--- src/rtl/alu_nibble_seq_pkg.sv ---
// Shared types for the nibble-serial ALU sequencer: operation codes,
// mc10181 {M,S} function codes and the sequencer state encoding.
package alu_seq_pkg;

  typedef enum logic [1:0] {
    ADD = 2'd0,
    SUB = 2'd1,
    ADC = 2'd2,
    SBC = 2'd3
  } op_t;

  typedef enum logic [1:0] {
    IDLE = 2'd0,
    RUN  = 2'd1,
    DONE = 2'd2
  } state_t;

  // {M,S} codes for the slice: A plus B plus CIN, and A minus B minus 1 plus CIN
  localparam logic [4:0] ADD_CODE = 5'b0_0110;
  localparam logic [4:0] SUB_CODE = 5'b0_1001;

  function automatic logic is_sub(op_t op);
    return (op == SUB) || (op == SBC);
  endfunction

endpackage

--- src/rtl/alu_nibble_seq_if.sv ---
// Request/response bus between an operation requester and alu_nibble_seq.
// Operands and result use bit 0 as the MSB.
interface alu_seq_if
  import alu_seq_pkg::*;
#(
  parameter int WORDBITS = 36
) ();

  logic                req_valid;
  logic                req_ready;
  op_t                 req_op;
  logic [0:WORDBITS-1] req_a;
  logic [0:WORDBITS-1] req_b;
  logic                req_cin;
  logic                done;
  logic [0:WORDBITS-1] result;
  logic                carry;
  logic                zero;
  logic                ovf;

  modport master (
    output req_valid, req_op, req_a, req_b, req_cin,
    input  req_ready, done, result, carry, zero, ovf
  );

  modport slave (
    input  req_valid, req_op, req_a, req_b, req_cin,
    output req_ready, done, result, carry, zero, ovf
  );

endinterface

--- src/rtl/alu_nibble_seq.sv ---
// Drives one external mc10181 slice a nibble per clock, LSB nibble first,
// chaining COUT back into CIN. Define ALU_NIBBLE_SEQ_OVF_EN to build signed overflow.
module alu_nibble_seq
  import alu_seq_pkg::*;
#(
  parameter int WORDBITS = 36
) (
  input  logic       clk,
  input  logic       reset,
  alu_seq_if.slave   bus,
  output logic [0:3] S,
  output logic       M,
  output logic       CIN,
  output logic [0:3] A,
  output logic [0:3] B,
  input  logic [0:3] F,
  input  logic       COUT
);

  localparam int NNIB = WORDBITS / 4;
  localparam int KW   = (NNIB > 1) ? $clog2(NNIB) : 1;

  state_t              state_q, state_d;
  logic [KW-1:0]       k_q, k_d;
  op_t                 op_q, op_d;
  logic [0:WORDBITS-1] a_q, a_d;
  logic [0:WORDBITS-1] b_q, b_d;
  logic [0:WORDBITS-1] res_q, res_d;
  logic                cy_q, cy_d;
  logic                zero_q, zero_d;
`ifdef ALU_NIBBLE_SEQ_OVF_EN
  logic                ovf_q, ovf_d;
`endif

  logic                accept;
  logic                last_nib;
  int                  nib_base;
  logic [4:0]          ms_code;

  assign accept   = bus.req_valid && (state_q == IDLE);
  assign last_nib = (k_q == KW'(NNIB - 1));

  // Nibble k occupies the four bits starting at this index (bit 0 is the MSB)
  always_comb begin
    nib_base = WORDBITS - 4 - 4 * int'(k_q);
  end

  always_ff @(posedge clk) begin
    if (reset) begin
      state_q <= IDLE;
    end else begin
      state_q <= state_d;
    end
  end

  always_comb begin
    state_d = state_q;
    case (state_q)
      IDLE:    if (accept) state_d = RUN;
      RUN:     if (last_nib) state_d = DONE;
      DONE:    state_d = IDLE;
      default: state_d = IDLE;
    endcase
  end

  always_comb begin
    A         = 4'b0000;
    B         = 4'b0000;
    ms_code   = ADD_CODE;
    CIN       = 1'b0;
    if (state_q == RUN) begin
      A       = a_q[nib_base +: 4];
      B       = b_q[nib_base +: 4];
      ms_code = is_sub(op_q) ? SUB_CODE : ADD_CODE;
      CIN     = cy_q;
    end
  end

  assign {M, S}        = ms_code;
  assign bus.req_ready = (state_q == IDLE);
  assign bus.done      = (state_q == DONE);
  assign bus.result    = res_q;
  assign bus.carry     = cy_q;
  assign bus.zero      = zero_q;
`ifdef ALU_NIBBLE_SEQ_OVF_EN
  assign bus.ovf       = ovf_q;
`else
  assign bus.ovf       = 1'b0;
`endif

  always_comb begin
    k_d    = k_q;
    op_d   = op_q;
    a_d    = a_q;
    b_d    = b_q;
    res_d  = res_q;
    cy_d   = cy_q;
    zero_d = zero_q;
`ifdef ALU_NIBBLE_SEQ_OVF_EN
    ovf_d  = ovf_q;
`endif
    if (accept) begin
      k_d    = '0;
      op_d   = bus.req_op;
      a_d    = bus.req_a;
      b_d    = bus.req_b;
      res_d  = '0;
      zero_d = 1'b0;
`ifdef ALU_NIBBLE_SEQ_OVF_EN
      ovf_d  = 1'b0;
`endif
      case (bus.req_op)
        ADD:     cy_d = 1'b0;
        SUB:     cy_d = 1'b1;
        default: cy_d = bus.req_cin;
      endcase
    end else if (state_q == RUN) begin
      res_d[nib_base +: 4] = F;
      cy_d                 = COUT;
      k_d                  = last_nib ? '0 : k_q + 1'b1;
      if (last_nib) begin
        zero_d = (res_d == '0);
`ifdef ALU_NIBBLE_SEQ_OVF_EN
        // Final nibble carries the sign bit in F[0]
        if (is_sub(op_q)) begin
          ovf_d = (a_q[0] != b_q[0]) && (F[0] != a_q[0]);
        end else begin
          ovf_d = (a_q[0] == b_q[0]) && (F[0] != a_q[0]);
        end
`endif
      end
    end
  end

  always_ff @(posedge clk) begin
    if (reset) begin
      k_q    <= '0;
      op_q   <= ADD;
      a_q    <= '0;
      b_q    <= '0;
      res_q  <= '0;
      cy_q   <= 1'b0;
      zero_q <= 1'b0;
    end else begin
      k_q    <= k_d;
      op_q   <= op_d;
      a_q    <= a_d;
      b_q    <= b_d;
      res_q  <= res_d;
      cy_q   <= cy_d;
      zero_q <= zero_d;
    end
  end

`ifdef ALU_NIBBLE_SEQ_OVF_EN
  always_ff @(posedge clk) begin
    if (reset) begin
      ovf_q <= 1'b0;
    end else begin
      ovf_q <= ovf_d;
    end
  end
`endif

endmodule
--- src/flat_wrapper.sv ---
// flat-port wrapper written by rule: the top's interface ports become plain ports
module alu_nibble_seq_flat import alu_seq_pkg::*;
#(
  parameter int WORDBITS = 36
)
  (clk, reset, S, M, CIN, A, B, F, COUT, bus_req_valid, bus_req_op, bus_req_a, bus_req_b, bus_req_cin, bus_req_ready, bus_done, bus_result, bus_carry, bus_zero, bus_ovf);
  alu_seq_if #(.WORDBITS(WORDBITS)) bus_i ();
  input  logic clk;
  input  logic reset;
  output logic [0:3] S;
  output logic M;
  output logic CIN;
  output logic [0:3] A;
  output logic [0:3] B;
  input  logic [0:3] F;
  input  logic COUT;
  input wire logic [$bits(bus_i.req_valid)-1:0] bus_req_valid;
  input wire logic [$bits(bus_i.req_op)-1:0] bus_req_op;
  input wire logic [$bits(bus_i.req_a)-1:0] bus_req_a;
  input wire logic [$bits(bus_i.req_b)-1:0] bus_req_b;
  input wire logic [$bits(bus_i.req_cin)-1:0] bus_req_cin;
  output wire logic [$bits(bus_i.req_ready)-1:0] bus_req_ready;
  output wire logic [$bits(bus_i.done)-1:0] bus_done;
  output wire logic [$bits(bus_i.result)-1:0] bus_result;
  output wire logic [$bits(bus_i.carry)-1:0] bus_carry;
  output wire logic [$bits(bus_i.zero)-1:0] bus_zero;
  output wire logic [$bits(bus_i.ovf)-1:0] bus_ovf;
  assign bus_i.req_valid = bus_req_valid;
  assign bus_i.req_op = bus_req_op;
  assign bus_i.req_a = bus_req_a;
  assign bus_i.req_b = bus_req_b;
  assign bus_i.req_cin = bus_req_cin;
  assign bus_req_ready = bus_i.req_ready;
  assign bus_done = bus_i.done;
  assign bus_result = bus_i.result;
  assign bus_carry = bus_i.carry;
  assign bus_zero = bus_i.zero;
  assign bus_ovf = bus_i.ovf;
  alu_nibble_seq #(.WORDBITS(WORDBITS)) u_core (.clk(clk), .reset(reset), .bus(bus_i), .S(S), .M(M), .CIN(CIN), .A(A), .B(B), .F(F), .COUT(COUT));
endmodule
--- config.mk ---
export PLATFORM = sky130hd
export DESIGN_NAME = alu_nibble_seq_flat
export DESIGN_NICKNAME = d
export VERILOG_FILES = /design/src/rtl/alu_nibble_seq_pkg.sv /design/src/rtl/alu_nibble_seq_if.sv /design/src/rtl/alu_nibble_seq.sv /design/src/flat_wrapper.sv
export SDC_FILE = /design/constraint.sdc
export NUM_CORES = 1
export LEC_CHECK = 0
export BUFFER_PORTS_ARGS = -buffer_cell sky130_fd_sc_hd__buf_4
export CORE_ASPECT_RATIO = 0.8
export CORE_MARGIN = 5
export CORE_UTILIZATION = 53
export CTS_CLUSTER_DIAMETER = 120
export DETAILED_ROUTE_END_ITERATION = 10
export HOLD_SLACK_MARGIN = 0.08
export PLACE_DENSITY = 0.83
export RECOVER_POWER = 25
export SLEW_MARGIN = 25
export SYNTH_ARGS = -nofsm -noshare
export SYNTH_HDL_FRONTEND = slang
export SYNTH_SLANG_ARGS = --single-unit
--- constraint.sdc ---
create_clock -name clk -period 3.7 [get_ports clk]
set_input_delay 0.555 -clock clk [delete_from_list [all_inputs] [get_ports clk]]
set_output_delay 0.555 -clock clk [all_outputs]
set_load 0.1 [all_outputs]
### Word level (Yosys, flattened, before mapping)

Index checks and enable logic that the tools add are counted.
W data, S select, Z words.

* word-level logic and storage cells: 46
* output and inout port bits: 55
* register bits after elaboration: 118

* bitwise gates (word level): 1
* eq/ne operators: 8
* add/sub/neg operators: 3
* reduce and logical (&&, ||, !) cells: 9
* shift-type cells: 4
* multiplexer cells: 13

Operators with widths (count)
* $shiftx A36 B32 Y37: 2
* $shift A37 B33 Y36 const A: 1
* $shiftx A37 B33 Y36: 1
* $bwmux W36: 1
* $logic_not A36 Y1: 1
* $neg A32 Y33: 1
* $not A32 Y32: 1
* $mux W4: 4
* $sub A6 B6 Y7 const A: 1
* $eq A2 B1 Y1 const B: 3
* $mux W5: 1
* $add A4 B1 Y4 const B: 1
* $eq A2 B2 Y1 const B: 2
* $eq A4 B4 Y1 const B: 1
* $logic_not A2 Y1: 2
* $mux W2: 2
* $ne A2 B1 Y1 const B: 2
* $pmux W2 S2: 1
* $reduce_and A2 Y1: 2
* $mux W1: 3
* $pmux W1 S2: 1
* $reduce_bool A2 Y1: 1
* $reduce_or A2 Y1: 1
* $logic_and A1 B1 Y1: 1
* $logic_or A1 B1 Y1: 1

### Longest topological paths before layout

* depth in word-level cells: 6
* mapped depth: 13
* gate-level depth less buffers: 8

### Least setup slack after synthesis

No wires, ideal clock.

* path type: reg2out
* from: reg u_core.k_q[0]
* to: out A[0] (netlist bit)
* arrival: 3.884 ns
* required time: 3.145 ns
* cell stages (with the launch flop): 13
* path slack: -0.739 ns
* path through: dfxtp_1 -> buf_4 -> buf_2 -> buf_1 -> inv_1 -> ha_1 -> buf_2 -> nand2_1 -> a21oi_1 -> and2_1 -> a21oi_1 -> a2bb2oi_1 -> nor2_1

* cells in the longest elaborated chain, start to end: 4

Ends and longest elaborated chain
* from (decl): RTL line alu_nibble_seq.sv:24 `logic [KW-1:0] k_q, k_d;`
* from (signal assigned): RTL line alu_nibble_seq.sv:145 `k_q <= k_d;`
* $sub A6 B6 Y7: RTL line alu_nibble_seq.sv:45 `nib_base = WORDBITS - 4 - 4 * int'(k_q);`
* $not A32 Y32 (not written as such): RTL line alu_nibble_seq.sv:72 `A = a_q[nib_base +: 4];`
* $shiftx A36 B32 Y37: RTL line alu_nibble_seq.sv:72
* $mux W4: RTL line alu_nibble_seq.sv:71 `if (state_q == RUN) begin`
* to (decl): RTL line flat_wrapper.sv:13 `output logic [0:3] A;`

Every way passes these cells.

### Worst setup path after layout

* from: reg u_core.k_q[1]
* to: out A[3] (netlist bit)

Same word-level chain as after synthesis.

==> results.md <==
* Clock Sinks at 117
* Mapped Area at 5420 um2
* Post-synthesis simple-gate area fraction at 0.237
* Ports at 138
* Hold Vio Cnt, Final at 0
* Hold Crit Class: input port to flip-flop
* Register-to-register setup slack at 0.78 ns
* Initial antenna violation count at 0
* Share of layout cells above drive strength 1 at 0.201
* Critical Path Max Stage Delay at 0.49 ns
* Max_cap viols at 1
* Failing checks: capacitance limit, slew limit
* Skew final at 0.00903 ns
* Mapped Avg Cell Area at 7.93 um2
* Crit end category: output pin
* Synth top area cells: dfxtp_1, nand2_1, a21oi_1, mux2i_1, nor2_1
* Post-synth cell types at 54
* Die span in x at 123 um
* Top cell type's share of synthesized area at 0.433
* Largest family of logic cells by synthesized area: simple AND/OR/NAND/NOR gates
* Seq cells post-synth at 117
* Status: finished with violations
* DRC at 0
* DR WL/cell at 16.9 um
* Core area at 10,100 um2
* Dpl ws at 0.407 ns
* Clock buffer depth at 2
* Post-Route WL at 15.8 mm
* F_max at 281 MHz
* Synth Area in Adders at 0.00462
* Gp weighted congestion at 0.899
* Kind of critical path: flip-flop to output pin
* Number of buffers inserted by post-CTS setup repair at 0
* Most frequent cell after synthesis: nand2_1
* Largest net degree at the start of global routing at 78
* Mux share of post-synthesis cell area at 0.0963
* Worst-Skew Late Latency at 0.41 ns
* Finish-stage setup viols at 0
* TritonCTS Buffers at 17
* Drt initial violations at 638
* Grt ovf at 0
* RSZ-0062 raised after global routing: false
* Post-synth EDFFs at 0
* DR pass1 iterations at 5
* Async SR Flop Fraction at 0
* Synthesized instance count at 683
* Ys Warns at 0
* Synth Flop Type: dfxtp_1
* Area delta synth->final at 27.4%
* Static leakage at 2.80 nW
* Fill cell count at 803
* Startpoint types: flip-flop
* CP max-delay cell: dfxtp_1
* Sequential fraction of the synthesis area at 0.433
* Worst-Margin Slew at 2.29 ns
* WP data required at 3.14 ns
* Hold_buf cts at 0
* CP Data Arrival Time at 3.00 ns
* Power Dens Cells at 478 nW/um2
* Max-slew violations at 74
* Site Rows at 33
* Slew headroom at -0.529
* Final Cycle Share at 0.961
* Synth top cells by count: nand2_1, dfxtp_1, a21oi_1, nor2_1, mux2i_1
* Nets at 872
* Root buffer cell: clkbuf_16
* Vias in the first global route at 5,097
* Port bufs at 135
* Die Span Y at 100 um
* Via count at 5,341
* Flip-flop and latch area at 2340 um2
* Post-DP Area at 6490 um2
* Crit path max fanout at 25
* Multi-input logic area at 2880 um2
* Fin Setup TNS at 0 ns
* Fin crit period at 3.56 ns
* Post-route cell area at 6900 um2
* Synth Area in Compound Gates at 0.172
* Clk slew on worst S/H paths at 0.05 ns
* Die area at 12,400 um2
* Dpl hpwl at 11.0 mm
* DR vias/cell at 5.69
* Initial Utilization at 0.535
* CP Cell Sequence: inv_1 -> ha_4 -> buf_12 -> mux2i_1 -> o221ai_1 -> o211a_1 -> a21oi_1 -> a2bb2oi_1 -> nor2_4 -> buf_4
* CTS tree: done
* Post-synth top area cell: dfxtp_1
* Total track usage at 0.258
* H-tree levels at 4
* Antenna Nets Post-Route at 0
* Peak VDD IR at 0.000318 V
* Xor/xnor share of the synthesized area at 0.00647
* Number of diodes at 0
* First-pass GRT wire length at 25.1 mm
* Worst Setup Slack, final at 0.143 ns
## layer usage
metal / GRT usage / wire length [um] / up-vias
met5: 0 / 0 / -
met4: 0.0970 / 296 / 0
met3: 0.0682 / 1520 / 37
met2: 0.378 / 6960 / 263
met1: 0.364 / 7060 / 2484
li1: - / - / 2557
## logic make-up after synthesis
group	after synthesis
mux	47
buf+inv	63
other cells	1
compound gates	152
xor+xnor	4
flops	117
fa+ha+maj	2
simple gates	297
## metrics by stage
stage | cells | hold WS (ns) | power (mW) | util
finish | 938 | 0.392 | 3.30 | 0.682
global route | 938 | 0.395 | 3.40 | 0.682
CTS | 938 | 0.389 | 3.30 | 0.694
detailed placement | 908 | 0.446 | 1.86 | 0.642
global placement | 908 | 0.442 | 1.84 | 0.641
floorplan | 684 | 0.433 | 1.70 | -
## cells in the final DEF, fill, tap and decap left out, types with 2 or more instances in the layout
cell	count
nand3b_1	3
a2bb2oi_1	4
nor2b_1	4
nor4_1	7
o2bb2ai_1	4
nand2_1	183
a2111oi_0	2
clkinvlp_4	2
clkinv_2	7
clkbuf_16	17
a221oi_1	8
dfxtp_1	117
conb_1	2
nand3_1	9
clkbuf_1	34
xor2_1	3
mux4_2	4
buf_4	108
a21oi_1	97
and2_1	4
mux2i_1	42
o22ai_1	6
nor3_1	15
or3_1	4
o211a_1	6
inv_1	4
nor2_4	8
o221ai_1	4
a2111o_1	2
o21ai_0	9
nand2b_1	4
clkbuf_8	3
nor2_1	44
## critical path, delay by kind of cell (launching register included)
kind / cells / cell delay [ns]
AO/OA/AOI/OAI: 4 / 0.79
buffers and inverters: 3 / 0.60
flip-flops: 1 / 0.49
adder cells (fa/ha/maj): 1 / 0.44
multiplexers: 1 / 0.23
AND/OR/NAND/NOR: 1 / 0.04
## registers in the layout, indices dropped and copies added (netlist names)
register / cells
u_core.a_q: 36
u_core.b_q: 36
u_core.bus.result: 36
u_core.k_q: 4
u_core.state_q: 2
u_core.bus.carry: 1
u_core.bus.zero: 1
u_core.op_q: 1
## final timing paths
path                      to            from  cells past startpoint
max                     A[3]   u_core.k_q[1]                     10
min           u_core.a_q[25]   bus_req_a[10]                      3
max reg2reg  u_core.bus.zero   u_core.k_q[1]                      9
min reg2reg   u_core.b_q[21]  u_core.b_q[21]                      2
## what timing repair did
item                                    CTS  global route
hold endpoints to repair                  0             0
gates resized for setup                   1             1
endpoints found under the setup margin    7             8
## report_power, final
part | switching, mW | internal (mW) | total (mW)
clock | 0.560 | 0.890 | 1.45
combinational | 0.313 | 0.179 | 0.491
sequential | 0.0371 | 1.32 | 1.35
total | 0.910 | 2.39 | 3.30
## area by class of cell
| class | count | area share |
|---|---|---|
| clock inverter | 10 | 0.00852 |
| inverter | 4 | 0.00218 |
| clock buffer | 20 | 0.0676 |
| tap | 140 | 0.0254 |
| multi-input combinational | 504 | 0.418 |
| timing repair buffer | 143 | 0.139 |
| sequential | 117 | 0.339 |
Power figures use the tool's default switching activity.
